File: config.mk
export PLATFORM = sky130hd
export DESIGN_NAME = command_sequencer
export DESIGN_NICKNAME = d
export VERILOG_FILES = /design/src/rtl/command_sequencer.sv
export SDC_FILE = /design/constraint.sdc
export NUM_CORES = 1
export LEC_CHECK = 0
export ABC_AREA = 1
export BUFFER_PORTS_ARGS = -buffer_cell sky130_fd_sc_hd__buf_2
export CORE_UTILIZATION = 66
export CTS_CLUSTER_DIAMETER = 40
export DETAILED_ROUTE_END_ITERATION = 7
export PLACE_DENSITY = 0.95
export SYNTH_ARGS = -nofsm -noshare
export SYNTH_HDL_FRONTEND = slang
export SYNTH_SLANG_ARGS = --single-unit
File: constraint.sdc
create_clock -name CLOCK50 -period 6.9 [get_ports CLOCK50]
set_input_delay 1.38 -clock CLOCK50 [delete_from_list [all_inputs] [get_ports CLOCK50]]
set_output_delay 1.38 -clock CLOCK50 [all_outputs]
set_load 0.02 [all_outputs]
File: src/rtl/command_sequencer.sv
// command_sequencer: records torque commands from the button stage and replays them in order.
// Define LOOP_PLAYBACK_EN to replay continuously until execute or clear stops playback.
module command_sequencer #(
   parameter int unsigned DEPTH       = 16,
   parameter int unsigned CMD_W       = 18,
   parameter int unsigned STEP_CYCLES = 50000000
) (
   input  logic                       CLOCK50,
   input  logic                       rst_n,
   input  logic                       save,
   input  logic                       delete,
   input  logic                       clear,
   input  logic                       execute,
   input  logic [CMD_W-1:0]           cmd_in,
   output logic [CMD_W-1:0]           torque_out,
   output logic                       busy,
   output logic [$clog2(DEPTH+1)-1:0] count,
   output logic                       full,
   output logic                       empty,
   output logic                       done,
   output logic                       overflow
);

   localparam int unsigned CntW  = $clog2(DEPTH + 1);
   localparam int unsigned IdxW  = $clog2(DEPTH);
   localparam int unsigned StepW = $clog2(STEP_CYCLES + 1);

   localparam logic [StepW-1:0] StepLast = StepW'(STEP_CYCLES - 1);
   localparam logic [CntW-1:0]  CntFull  = CntW'(DEPTH);

   typedef enum logic {StIdle, StPlay} state_e;

   state_e            state_q, state_d;
   logic [CntW-1:0]   count_q, count_d;
   logic [IdxW-1:0]   idx_q, idx_d;
   logic [StepW-1:0]  step_q, step_d;
   logic              done_q, done_d;
   logic              ovf_q, ovf_d;
   logic              mem_we;
   logic              last_step, last_idx;
   logic [CMD_W-1:0]  mem [DEPTH];

   assign last_step = (step_q == StepLast);
   assign last_idx  = ((CntW'(idx_q) + CntW'(1)) == count_q);

   always_comb begin
      state_d = state_q;
      count_d = count_q;
      idx_d   = idx_q;
      step_d  = step_q;
      done_d  = 1'b0;
      ovf_d   = 1'b0;
      mem_we  = 1'b0;
      unique case (state_q)
         StIdle: begin
            // Only the highest-priority pulse acts; the rest are dropped.
            if (clear) begin
               count_d = '0;
            end else if (execute) begin
               if (count_q != '0) begin
                  state_d = StPlay;
                  idx_d   = '0;
                  step_d  = '0;
               end
            end else if (save) begin
               if (count_q == CntFull) begin
                  ovf_d = 1'b1;
               end else begin
                  mem_we  = 1'b1;
                  count_d = count_q + CntW'(1);
               end
            end else if (delete && (count_q != '0)) begin
               count_d = count_q - CntW'(1);
            end
         end
         StPlay: begin
            if (clear) begin
               state_d = StIdle;
               count_d = '0;
               idx_d   = '0;
               step_d  = '0;
`ifdef LOOP_PLAYBACK_EN
            end else if (execute) begin
               state_d = StIdle;
               idx_d   = '0;
               step_d  = '0;
`endif
            end else if (!last_step) begin
               step_d = step_q + StepW'(1);
            end else begin
               step_d = '0;
               if (!last_idx) begin
                  idx_d = idx_q + IdxW'(1);
               end else begin
                  idx_d  = '0;
                  done_d = 1'b1;
`ifndef LOOP_PLAYBACK_EN
                  state_d = StIdle;
`endif
               end
            end
         end
         default: state_d = StIdle;
      endcase
   end

   always_ff @(posedge CLOCK50 or negedge rst_n) begin
      if (!rst_n) begin
         state_q <= StIdle;
         count_q <= '0;
         idx_q   <= '0;
         step_q  <= '0;
         done_q  <= 1'b0;
         ovf_q   <= 1'b0;
      end else begin
         state_q <= state_d;
         count_q <= count_d;
         idx_q   <= idx_d;
         step_q  <= step_d;
         done_q  <= done_d;
         ovf_q   <= ovf_d;
      end
   end

   // Buffer RAM carries no reset so it can map onto block memory.
   always_ff @(posedge CLOCK50) begin
      if (mem_we) begin
         mem[count_q[IdxW-1:0]] <= cmd_in;
      end
   end

   assign busy       = (state_q == StPlay);
   assign torque_out = busy ? mem[idx_q] : '0;
   assign count      = count_q;
   assign full       = (count_q == CntFull);
   assign empty      = (count_q == '0);
   assign done       = done_q;
   assign overflow   = ovf_q;

endmodule

# After elaboration in Yosys (flattened, before gate mapping)
# Memories as Yosys holds them, arrays and structs flattened.
# Index checks and enable logic that the tools add are counted.
[word_totals]
romBits = 0
word_cells = 74
latchBits = 0
n_memories = 1
out_inout_bits = 28
in_bits = 24
reg_bits = 38
ramBits = 288
[mem_list]
columns = ["name", "words", "width", "rd", "rd_ports_with_merged_regs", "wr", "line_no", "source"]
rows = [
  ["mem", 16, 18, 1, 0, 1, "41", "logic [CMD_W-1:0] mem [DEPTH];"],
]
[classes]
eq_ne = 11
mux = 44
div_mod_pow = 0
n_reduce_logical = 6
n_addsub = 5
order_cmp = 0
bitwise = 1
n_mul = 0
shift = 0
[op_table]
columns = ["op", "count"]
rows = [
  ["$mux 26", 5],
  ["$pmux 26 s2", 1],
  ["$mux 5", 6],
  ["$add 26x1->26 const B", 1],
  ["$eq 26x26->1 const B", 1],
  ["$mux 4", 6],
  ["$mux 1", 22],
  ["$mux 18", 1],
  ["$pmux 5 s2", 1],
  ["$ne 2x2->1 const B", 4],
  ["$ne 4x4->1 const B", 2],
  ["$pmux 4 s2", 1],
  ["$reduce_and 4->1", 2],
  ["$add 4x1->5 const B", 1],
  ["$add 5x1->5 const B", 1],
  ["$eq 5x5->1", 1],
  ["$eq 5x5->1 const B", 1],
  ["$logic_not 5->1", 1],
  ["$reduce_bool 5->1", 1],
  ["$sub 5x1->5 const B", 1],
  ["$add 4x1->4 const B", 1],
  ["$ne 3x2->1 const B", 1],
  ["$ne 3x3->1 const B", 1],
  ["$reduce_and 3->1", 1],
  ["other kinds (3)", 3],
]

# Depth between registers and ports, before layout
[depth]
ltp_word = 8
ltp_mapped = 11

# Worst setup path before layout
# Ideal clock, no wire load.
[synth_path]
kind = "input to register"
startpoint = "in save"
endpoint = "mem mem[11][0], enable pin"
setup_slack_ns = 3.722
t_arrival_ns = 2.785
setup_ns = 0.393
required_time_ns = 6.507
stages = 6
path_cell_list = "inv_1 -> nor3_1 -> nand2_1 -> inv_1 -> nand3_1 -> nor2_1"
[synth_via]
elab_chain_len = 6
[synth_lines]
columns = ["item", "line_no", "source"]
rows = [
  ["from (decl)", "10", "input logic save,"],
  ["$mux 1", "65", "end else if (save) begin"],
  ["$mux 1", "59", "end else if (execute) begin"],
  ["$mux 1", "57", "if (clear) begin"],
  ["$mux 1", "54", "unique case (state_q)"],
  ["$mux 1", "127", "if (mem_we) begin"],
  ["$mux 1 (implied by the code)", "128", "mem[count_q[IdxW-1:0]] <= cmd_in;"],
  ["to (decl)", "41", ""],
]
# No other way between the ends.

# Worst setup path after layout
[layout_path]
startpoint = "reg idx_q[0]"
endpoint = "out torque_out[11]"
[layout_via]
elab_chain_len = 2
[layout_lines]
columns = ["item", "line_no", "source"]
rows = [
  ["from (decl)", "35", "logic [IdxW-1:0] idx_q, idx_d;"],
  ["from (signal assigned)", "118", "idx_q <= idx_d;"],
  ["$mem_v2 16x18", "--", ""],
  ["$mux 18", "133", "assign torque_out = busy ? mem[idx_q] : '0;"],
  ["to (decl)", "15", "output logic [CMD_W-1:0] torque_out,"],
]
# No other way between the ends.

==> impl_metrics.ini <==
[placement]
dp_slack_ns = 2.57
dp_hpwl_um = 19200
portBuffers = 51
place_area_mm2 = 0.0144
dpl.cell_count = 1510
routabilityCongestion = 0.911

[detailed_routing]
ant_nets = 0
viasPerCell = 6.58
dr.pass1.iters = 6
initialDrtViolationCount = 1428
drc = 0
drt_wl_total_um = 36600
wl_per_cell_um = 23.1
vias = 10400

[cts]
clk_latency_ns = 0.53
cts.sinks = 326
cts_buffers = 40
hold_buffers = 0
cts_tree = done
max-clock-path-buffers = 3
clk_pin_slew_worst_paths_ns = 0.06
post_cts_resized = 0
htree_levels = 2
root_buffer = clkbuf_16
postCtsSetupRepairBufs = 0

[setup_path]
critPathLaunchType = flip-flop
crit_cells = 7
crit_slowest_cell = inv_4
cp_data_arrival_time_ns = 3.72
path_class = reg2out
crit_chain = inv_4 -> buf_4 -> o21ai_0 -> o211ai_1 -> nand3_1 -> a21oi_1 -> buf_2
r2r_start = busy$_DFF_PN0_
required_ns = 5.52
slowest_delay_ns = 0.83
reg2reg_slack_ns = 3.44
end_kind = output port
reg2reg_to = mem[9][1]$_DFFE_PP_
endpoint = torque_out[11]
cp-startpoint = idx_q[0]$_DFFE_PN0P_
cp_top_family = buffers and inverters
crit_buf_inv = 3
r2r_cells = 7
crit_path_max_fanout = 105

[global_routing]
antenna_found_initial = 4
grt_max_degree = 106
grt_pass1_vias = 10500
gr-max-usage-layer = met2
grt_usage = 0.347
grt_overflow = 0
grt_pass1_wl_um = 56500
met2_usage = 0.569
use_met3 = 0.0772
use_met1 = 0.422

[floorplanning]
die_w_um = 148
dieArea_mm2 = 0.0218
coreArea_mm2 = 0.0206
num_rows = 52
dieHeight_um = 148
initial_core_util = 0.683
num_io_pins = 52

[synthesis]
synth_top_family_by_area = simple AND/OR/NAND/NOR gates
synth-compound-area-share = 0.115
synth.area.mux_share = 0
synthSimpleGateAreaFrac = 0.148
ys_seq_area_frac = 0.684
synth_fp_nets = 1266
post_synth_num_cell_types = 37
postSynthCellCount = 1236
avgSynthCellArea_um2 = 11.4
yosys.area_share.xor_xnor = 0.00499
yosys_warnings = 0
synth-seq-cells = 326
synth_fa_ha_area_frac = 0.00588
synth_area_mm2 = 0.0140

[final_layout]
design_area_mm2 = 0.0158
final_cells = 1585
drive_gt1_frac = 0.137
area_growth_pct = 12.3
fillers = 1157
final_nets = 1312

[sta]
drv_slew = 0
worst_slack_ns = 1.80
setup_violations = 0
rsz0062_at_grt = no
tightest_slew_ns = 1.32
hold_viol = 0
fmax_ghz = 0.196
slew_headroom = 0.120
timing.final.crit_share = 0.739
min_period_ns = 5.10
setup_tns_ns = 0
skew_ns = 0.0161

[power]
ir_drop_mv = 0.358
total_power_w = 0.00566
p_per_area_mw_per_mm2 = 359
p_leak_nw = 5.55

[status]
outcome = finished clean

[job]
maxCapViolations = 0

[min_path]
hp-class = reg2reg
==> flip-flops by register name (all words and copies together), names as in the netlist <==
signal	count
step_q	26
done	1
busy	1
mem	288
overflow	1
idx_q	4
count	5
==> how the worst min path moves through the flow <==
stage                                start                      to  slack [ns]  cells past startpoint
floorplan            step_q[1]$_DFFE_PN0P_   step_q[1]$_DFFE_PN0P_        0.48                      2
global placement     step_q[1]$_DFFE_PN0P_   step_q[1]$_DFFE_PN0P_        0.50                      2
detailed placement  step_q[23]$_DFFE_PN0P_  step_q[23]$_DFFE_PN0P_        0.53                      2
CTS                  step_q[1]$_DFFE_PN0P_   step_q[1]$_DFFE_PN0P_        0.54                      2
global route         step_q[1]$_DFFE_PN0P_   step_q[1]$_DFFE_PN0P_        0.58                      2
finish              step_q[14]$_DFFE_PN0P_  step_q[14]$_DFFE_PN0P_        0.54                      2
==> worst register-to-register path, cell delays in order, from the launching register on <==
cell and delay, ns:
dfrtp_1 0.44, inv_1 0.83, nand2_1 0.16, nor3_1 0.24, nand2_1 0.10, inv_1 0.11
nand2_1 0.15, nor2_2 1.02
==> power breakdown <==
group	internal (W)	switching [W]	total [W]
registers	0.00220	0.000111	0.00231
clock network	0.00122	0.000842	0.00206
logic	0.000351	0.000936	0.00129
==> through the flow <==
step | hold WS, ns | utilization
6_report | 0.539 | 0.767
2_1_floorplan | 0.479 | -
5_1_grt | 0.579 | 0.767
3_3_place_gp | 0.503 | 0.702
3_5_place_dp | 0.528 | 0.702
4_1_cts | 0.543 | 0.766
==> cells in the mapped netlist (all sizes together) <==
master / n / share of area
o31ai: 1 / 0.00054
o211ai: 73 / 0.042
dfrtp: 38 / 0.068
nor3: 15 / 0.0061
fa: 1 / 0.0014
or2: 1 / 0.00045
and2: 1 / 0.00045
a21boi: 1 / 0.00054
edfxtp: 288 / 0.62
a21oi: 31 / 0.011
nand3: 75 / 0.028
nand4: 7 / 0.0031
xnor2: 1 / 0.00062
nor2: 283 / 0.078
clkbuf: 32 / 0.0087
buf: 34 / 0.018
xor2: 7 / 0.0044
inv: 55 / 0.015
clkinv: 1 / 0.00027
a41oi: 1 / 0.00062
o21bai: 3 / 0.0016
nand2: 119 / 0.033
ha: 5 / 0.0045
o21ai: 163 / 0.058
==> routing by layer <==
layer  vias to the layer above  wire length (µm)  part of all wire
met4                         0              1850             0.051
met1                      4877             12400              0.34
met5                         -                 0                 0
met2                       890             17800              0.49
li1                       4490                 -                 -
met3                       172              4510              0.12
==> layout make-up <==
| class | count | area (µm²) | share of cell area |
|---|---|---|---|
| Clock buffer | 42 | 1030 | 0.0653 |
| Antenna cell | 4 | 10.0 | 0.000635 |
| Sequential cell | 326 | 9600 | 0.609 |
| Tap cell | 270 | 338 | 0.0214 |
| Multi-Input combinational cell | 788 | 3890 | 0.247 |
| Inverter | 56 | 213 | 0.0135 |
| Clock inverter | 29 | 285 | 0.0181 |
| Timing Repair Buffer | 70 | 398 | 0.0252 |
==> cell usage in the layout, fill, tap and decap left out, types with 19 or more instances in the layout <==
master,Yosys,final
nor2_1,278,262
o21ai_1,26,26
o211ai_1,64,64
a21oi_1,31,31
inv_1,52,52
edfxtp_1,288,288
nand2_1,115,115
nand3_1,72,72
clkbuf_16,0,41
dfrtp_1,38,36
o21ai_0,137,137
buf_2,14,51
buf_4,13,19
==> cells by family after synthesis <==
group | count (synthesis)
AOI/OAI and AO/OA | 273
xor gates and xnor gates | 8
adders and majority gates | 6
buffers and inverters | 122
DFF | 326
and+or+nand+nor | 501
(Power assumes the default switching activity.)
